### config.mk
export PLATFORM = sky130hd
export DESIGN_NAME = xor_serial_ctrl
export DESIGN_NICKNAME = d
export VERILOG_FILES = /design/src/rtl/xor_serial_ctrl_pkg.sv /design/src/rtl/xor_serial_ctrl_nand.sv /design/src/rtl/xor_serial_ctrl.sv
export SDC_FILE = /design/constraint.sdc
export NUM_CORES = 1
export LEC_CHECK = 0
export CAP_MARGIN = 30
export CELL_PAD_IN_SITES_DETAIL_PLACEMENT = 1
export CELL_PAD_IN_SITES_GLOBAL_PLACEMENT = 2
export CORE_MARGIN = 5
export CORE_UTILIZATION = 37
export CTS_CLUSTER_DIAMETER = 80
export DETAILED_ROUTE_END_ITERATION = 7
export HOLD_SLACK_MARGIN = 0.1
export PLACE_DENSITY_LB_ADDON = 0.1
export SLEW_MARGIN = 20
export SYNTH_ARGS = -nofsm -noshare
export SYNTH_HDL_FRONTEND = slang
export SYNTH_HIERARCHICAL = 1
export SYNTH_SLANG_ARGS = --single-unit
### constraint.sdc
create_clock -name clk -period 5 [get_ports clk]
set_input_delay 0.75 -clock clk [delete_from_list [all_inputs] [get_ports clk]]
set_output_delay 0.75 -clock clk [all_outputs]
set_load 0.01 [all_outputs]
### src/rtl/xor_serial_ctrl_pkg.sv
// Shared definitions for the bit-serial XOR controller.
//   state_t : FSM encoding (2'b11 is unreachable and is decoded as IDLE)
//   XOR_W   : default operand/result width
package xor_serial_ctrl_pkg;

    typedef enum logic [1:0] {
        IDLE = 2'b00,
        RUN  = 2'b01,
        DONE = 2'b10
    } state_t;

    localparam int XOR_W = 8;

endpackage

### src/rtl/xor_serial_ctrl_nand.sv
// xor_nand_cell: one-bit XOR built from four NAND gates. Purely combinational.
//   a, b : input bits
//   s    : a XOR b
module xor_nand_cell (
    output logic s,
    input  logic a,
    input  logic b
);

    logic n;
    logic m;
    logic o;

    assign n = ~(a & b);
    assign m = ~(a & n);
    assign o = ~(b & n);
    assign s = ~(m & o);

endmodule

### src/rtl/xor_serial_ctrl.sv
// xor_serial_ctrl: streams two W-bit operands LSB first through a single
// NAND-built XOR cell, one bit per clock, and returns the XOR word and parity.
//   clk    : clock, rising edge
//   reset  : asynchronous, active-high clear
//   start  : begin an operation (only honoured in IDLE)
//   a, b   : operands, captured on the accepted start edge
//   busy   : high in RUN and DONE
//   done   : one-cycle pulse while in DONE
//   result : a ^ b, valid from DONE entry, held until the next accepted start
//   parity : XOR-reduction of result, same validity as result
module xor_serial_ctrl
    import xor_serial_ctrl_pkg::*;
#(
    parameter int W = XOR_W
) (
    input  logic         clk,
    input  logic         reset,
    input  logic         start,
    input  logic [W-1:0] a,
    input  logic [W-1:0] b,
    output logic         busy,
    output logic         done,
    output logic [W-1:0] result,
    output logic         parity
);

    localparam int             CW       = (W > 1) ? $clog2(W) : 1;
    localparam logic [CW-1:0]  CNT_LAST = CW'(W - 1);

    state_t        state;
    logic [W-1:0]  sa;
    logic [W-1:0]  sb;
    logic [W-1:0]  rsh;
    logic [W-1:0]  rsh_nxt;
    logic [CW-1:0] cnt;
    logic          pacc;
    logic          x;

    // The only source of XOR bits for the result word.
    xor_nand_cell u_cell (
        .s (x),
        .a (sa[0]),
        .b (sb[0])
    );

    // New bits enter at the MSB so bit 0 has reached the LSB after W shifts.
    generate
        if (W == 1) begin : g_rsh_w1
            assign rsh_nxt = x;
        end else begin : g_rsh_wn
            assign rsh_nxt = {x, rsh[W-1:1]};
        end
    endgenerate

    always_ff @(posedge clk or posedge reset) begin
        if (reset) begin
            state  <= IDLE;
            busy   <= 1'b0;
            done   <= 1'b0;
            result <= '0;
            parity <= 1'b0;
            cnt    <= '0;
            sa     <= '0;
            sb     <= '0;
            rsh    <= '0;
            pacc   <= 1'b0;
        end else begin
            case (state)
                IDLE: begin
                    done <= 1'b0;
                    if (start) begin
                        sa    <= a;
                        sb    <= b;
                        cnt   <= '0;
                        rsh   <= '0;
                        pacc  <= 1'b0;
                        busy  <= 1'b1;
                        state <= RUN;
                    end else begin
                        busy <= 1'b0;
                    end
                end
                RUN: begin
                    rsh  <= rsh_nxt;
                    pacc <= pacc ^ x;
                    sa   <= sa >> 1;
                    sb   <= sb >> 1;
                    if (cnt == CNT_LAST) begin
                        // Publish the final shift/accumulate values, including this edge's bit.
                        result <= rsh_nxt;
                        parity <= pacc ^ x;
                        done   <= 1'b1;
                        state  <= DONE;
                    end else begin
                        cnt <= cnt + CW'(1);
                    end
                end
                DONE: begin
                    done  <= 1'b0;
                    busy  <= 1'b0;
                    state <= IDLE;
                end
                default: begin
                    done  <= 1'b0;
                    busy  <= 1'b0;
                    state <= IDLE;
                end
            endcase
        end
    end

endmodule
==> results.cfg <==
[outcome]
status = finished clean

[drt]
drt-vias-per-instance = 5.29
vias = 1306
drc_errors = 0
drtIter0Drc = 47
antenna_left = 0
avgRoutedWirePerCell_um = 15.8
routed_wl_um = 3900
dr.pass1.iters = 4

[timing]
fin_crit_sh_pct = 46.4
period_minus_slack_ps = 2320
setup_tns_ps = 0
slew_violations = 0
slew_headroom_pct = 45.2
finalHoldViolCount = 0
clock_skew_ps = 9.05
tightest_slew_ps = 822
finalSetupViolCount = 0
max_freq_mhz = 431
rsz0062_at_grt = no

[die]
die_w_um = 79.5
fp.coreArea_sq_mm = 0.00472
dieArea_sq_mm = 0.00633
io_pins = 30
start_util_pct = 37.9
die_y_um = 79.5
rows = 25

[synthesis]
yosysWarnings = 6
synth_edf_count = 0
seq_area_frac_synth_pct = 55.9
syn_nets = 172
async_flop_share_pct = 100
synth_cell_type_count = 26
postSynthCellCount = 151
avgSynthCellArea_sq_um = 11.8
synth-seq-cells = 40
syn_area_sq_mm = 0.00179
synth_ff_type = dfrtp_1

[clock_tree]
post-cts-setup-buffers = 0
htree_levels = 2
clk_pin_slew_ps = 80
clockRootBuffer = clkbuf_8
cts_tree = done
cts_buffers = 5
clockBufferDepth = 2
clock-sinks = 40
clk_latency_ps = 290
cts_hold_buf = 0
cts_resized = 0

[placed_design]
gp_congestion = 0.734
io_buffers = 29
hpwl_um = 2650

[pwr]
p_total_w = 0.00138
ir_drop_v = 0.000170
leakage_nw = 0.983
power_density_mw_per_mm2 = 616

[setup_path]
critPathKind = in2reg
crit_fanout = 17
crit_slowest_cell = clkdlybuf4s50_1
startpoint_type = primary input
cp.arrival_ps = 2460
critPathRequiredTime_ps = 5140
cp_cell_sequence = clkdlybuf4s50_1 > nor2_2 > or2_1 > a221oi_1
critical_path.max_stage_delay_ps = 670
end_kind = flip-flop

[global_routing]
overflow = 0
grt_pass1_wl_um = 6710
grt_usage_pct = 13.7
antenna_found_initial = 0
grt_max_degree = 41
grt_pass1_vias = 1428

[layout]
nFillCells = 522
drive_above_1_share_pct = 12.2
final_nets = 200
seq_area_sq_mm = 0.00100
multi_input_area_sq_um = 698
num_antenna_cells = 0
layout-area-overhead-vs-synth_pct = 25.5

[flow_run]
drv_cap = 0

[worst_hold_path]
hold_class = reg2reg
## state kept, by name, summed over array words and instances (netlist names)
name	count
result	8
done	1
parity	1
pacc	1
cnt	3
state	2
rsh	7
sb	8
busy	1
sa	8
## path summary, 6_finish.rpt
kind	from	endpoint	slack (ps)	cells after the start
min in group asynchronous	reset	result[0]	880	3
hold reg to reg	sb[1]	sb[0]	490	2
setup reg to reg	state[1]	result[6]	3090	2
hold / removal	sb[1]	sb[0]	490	2
max in group asynchronous	reset	sa[7]	3760	3
setup / recovery	start	sb[5]	2680	4
## power breakdown
part / internal [W] / switching [W]
combinational: 0.000291 / 0.000242
sequential: 0.000470 / 0.0000914
clock: 0.000176 / 0.000112
total: 0.000937 / 0.000445
## routing by layer
| metal | GRT usage [%] | vias to the layer above | wire [um] | share of wire [%] |
|---|---|---|---|---|
| met5 | 0 | - | 0 | 0 |
| met4 | 6.19 | 0 | 93 | 2.4 |
| met3 | 4.51 | 8 | 147 | 3.8 |
| met2 | 22.5 | 31 | 1920 | 49 |
| met1 | 16.2 | 665 | 1740 | 45 |
| li1 | - | 602 | - | - |
## cells by family after synthesis
kind of cell               Yosys count  synth area share [%]
AOI/OAI and AO/OA                   41                  17.3
DFF                                 40                  55.9
and+or+nand+nor                     38                  13.1
buffers and inverters               18                  5.04
muxes                               10                  6.22
xor gates and xnor gates             2                 0.979
adders and majority gates            2                  1.40
## synth_stat cells (all sizes together) (3+ instances only)
library cell | instances | area share, %
a21oi | 9 | 2.5
buf | 8 | 2.9
mux2 | 9 | 5.7
nor2 | 6 | 1.4
o22a | 6 | 2.9
a22o | 13 | 6.4
nand2b | 4 | 1.4
a221oi | 5 | 2.4
o21ai | 5 | 1.4
nor3b | 11 | 4.6
nand2 | 5 | 1.0
nor2b | 7 | 2.4
dfrtp | 40 | 56
inv | 8 | 1.7
nand3b | 3 | 1.3
## placed cells by master, fill, tap and decap left out
cell type,instances
clkbuf_8,7
o221a_2,2
nor4bb_1,1
a221oi_1,5
xor2_1,1
or2_1,1
nor3b_1,11
clkdlybuf4s50_1,29
o21ai_0,5
a22o_1,13
ha_1,2
xnor2_1,1
mux2i_1,1
nand2_1,5
bufinv_16,1
inv_1,8
nor2_2,1
mux2_2,9
a21oi_1,9
nand2b_1,4
nand3b_1,3
o22a_1,6
nor2b_1,7
a22oi_1,1
dfrtp_1,40
buf_4,2
nor2_1,5
## layout make-up
| cell class | instances | share of cell area (%) |
|---|---|---|
| multi-input combinational | 93 | 31.1 |
| tap | 67 | 3.73 |
| clock buffer | 7 | 4.29 |
| clock inverter | 1 | 1.34 |
| inverter | 8 | 1.34 |
| sequential | 40 | 44.6 |
| timing repair buffer | 31 | 13.6 |
## critical path, delay by kind of cell
family,cells,cell delay (ps)
AND/OR/NAND/NOR,2,850
AO/OA/AOI/OAI,1,190
buffers and inverters,1,670
## metrics by stage
stage	cell area, sq um	util [%]	setup WS, ps	std cells	hold WS (ps)
2_1_floorplan	1790	-	3330	151	462
3_3_place_gp	2120	44.8	2460	239	466
3_5_place_dp	2120	44.8	2360	239	490
4_1_cts	2240	47.5	2660	247	497
5_1_grt	2240	47.5	2500	247	533
6_report	2240	47.5	2680	247	486
Power figures use the tool's default switching activity.
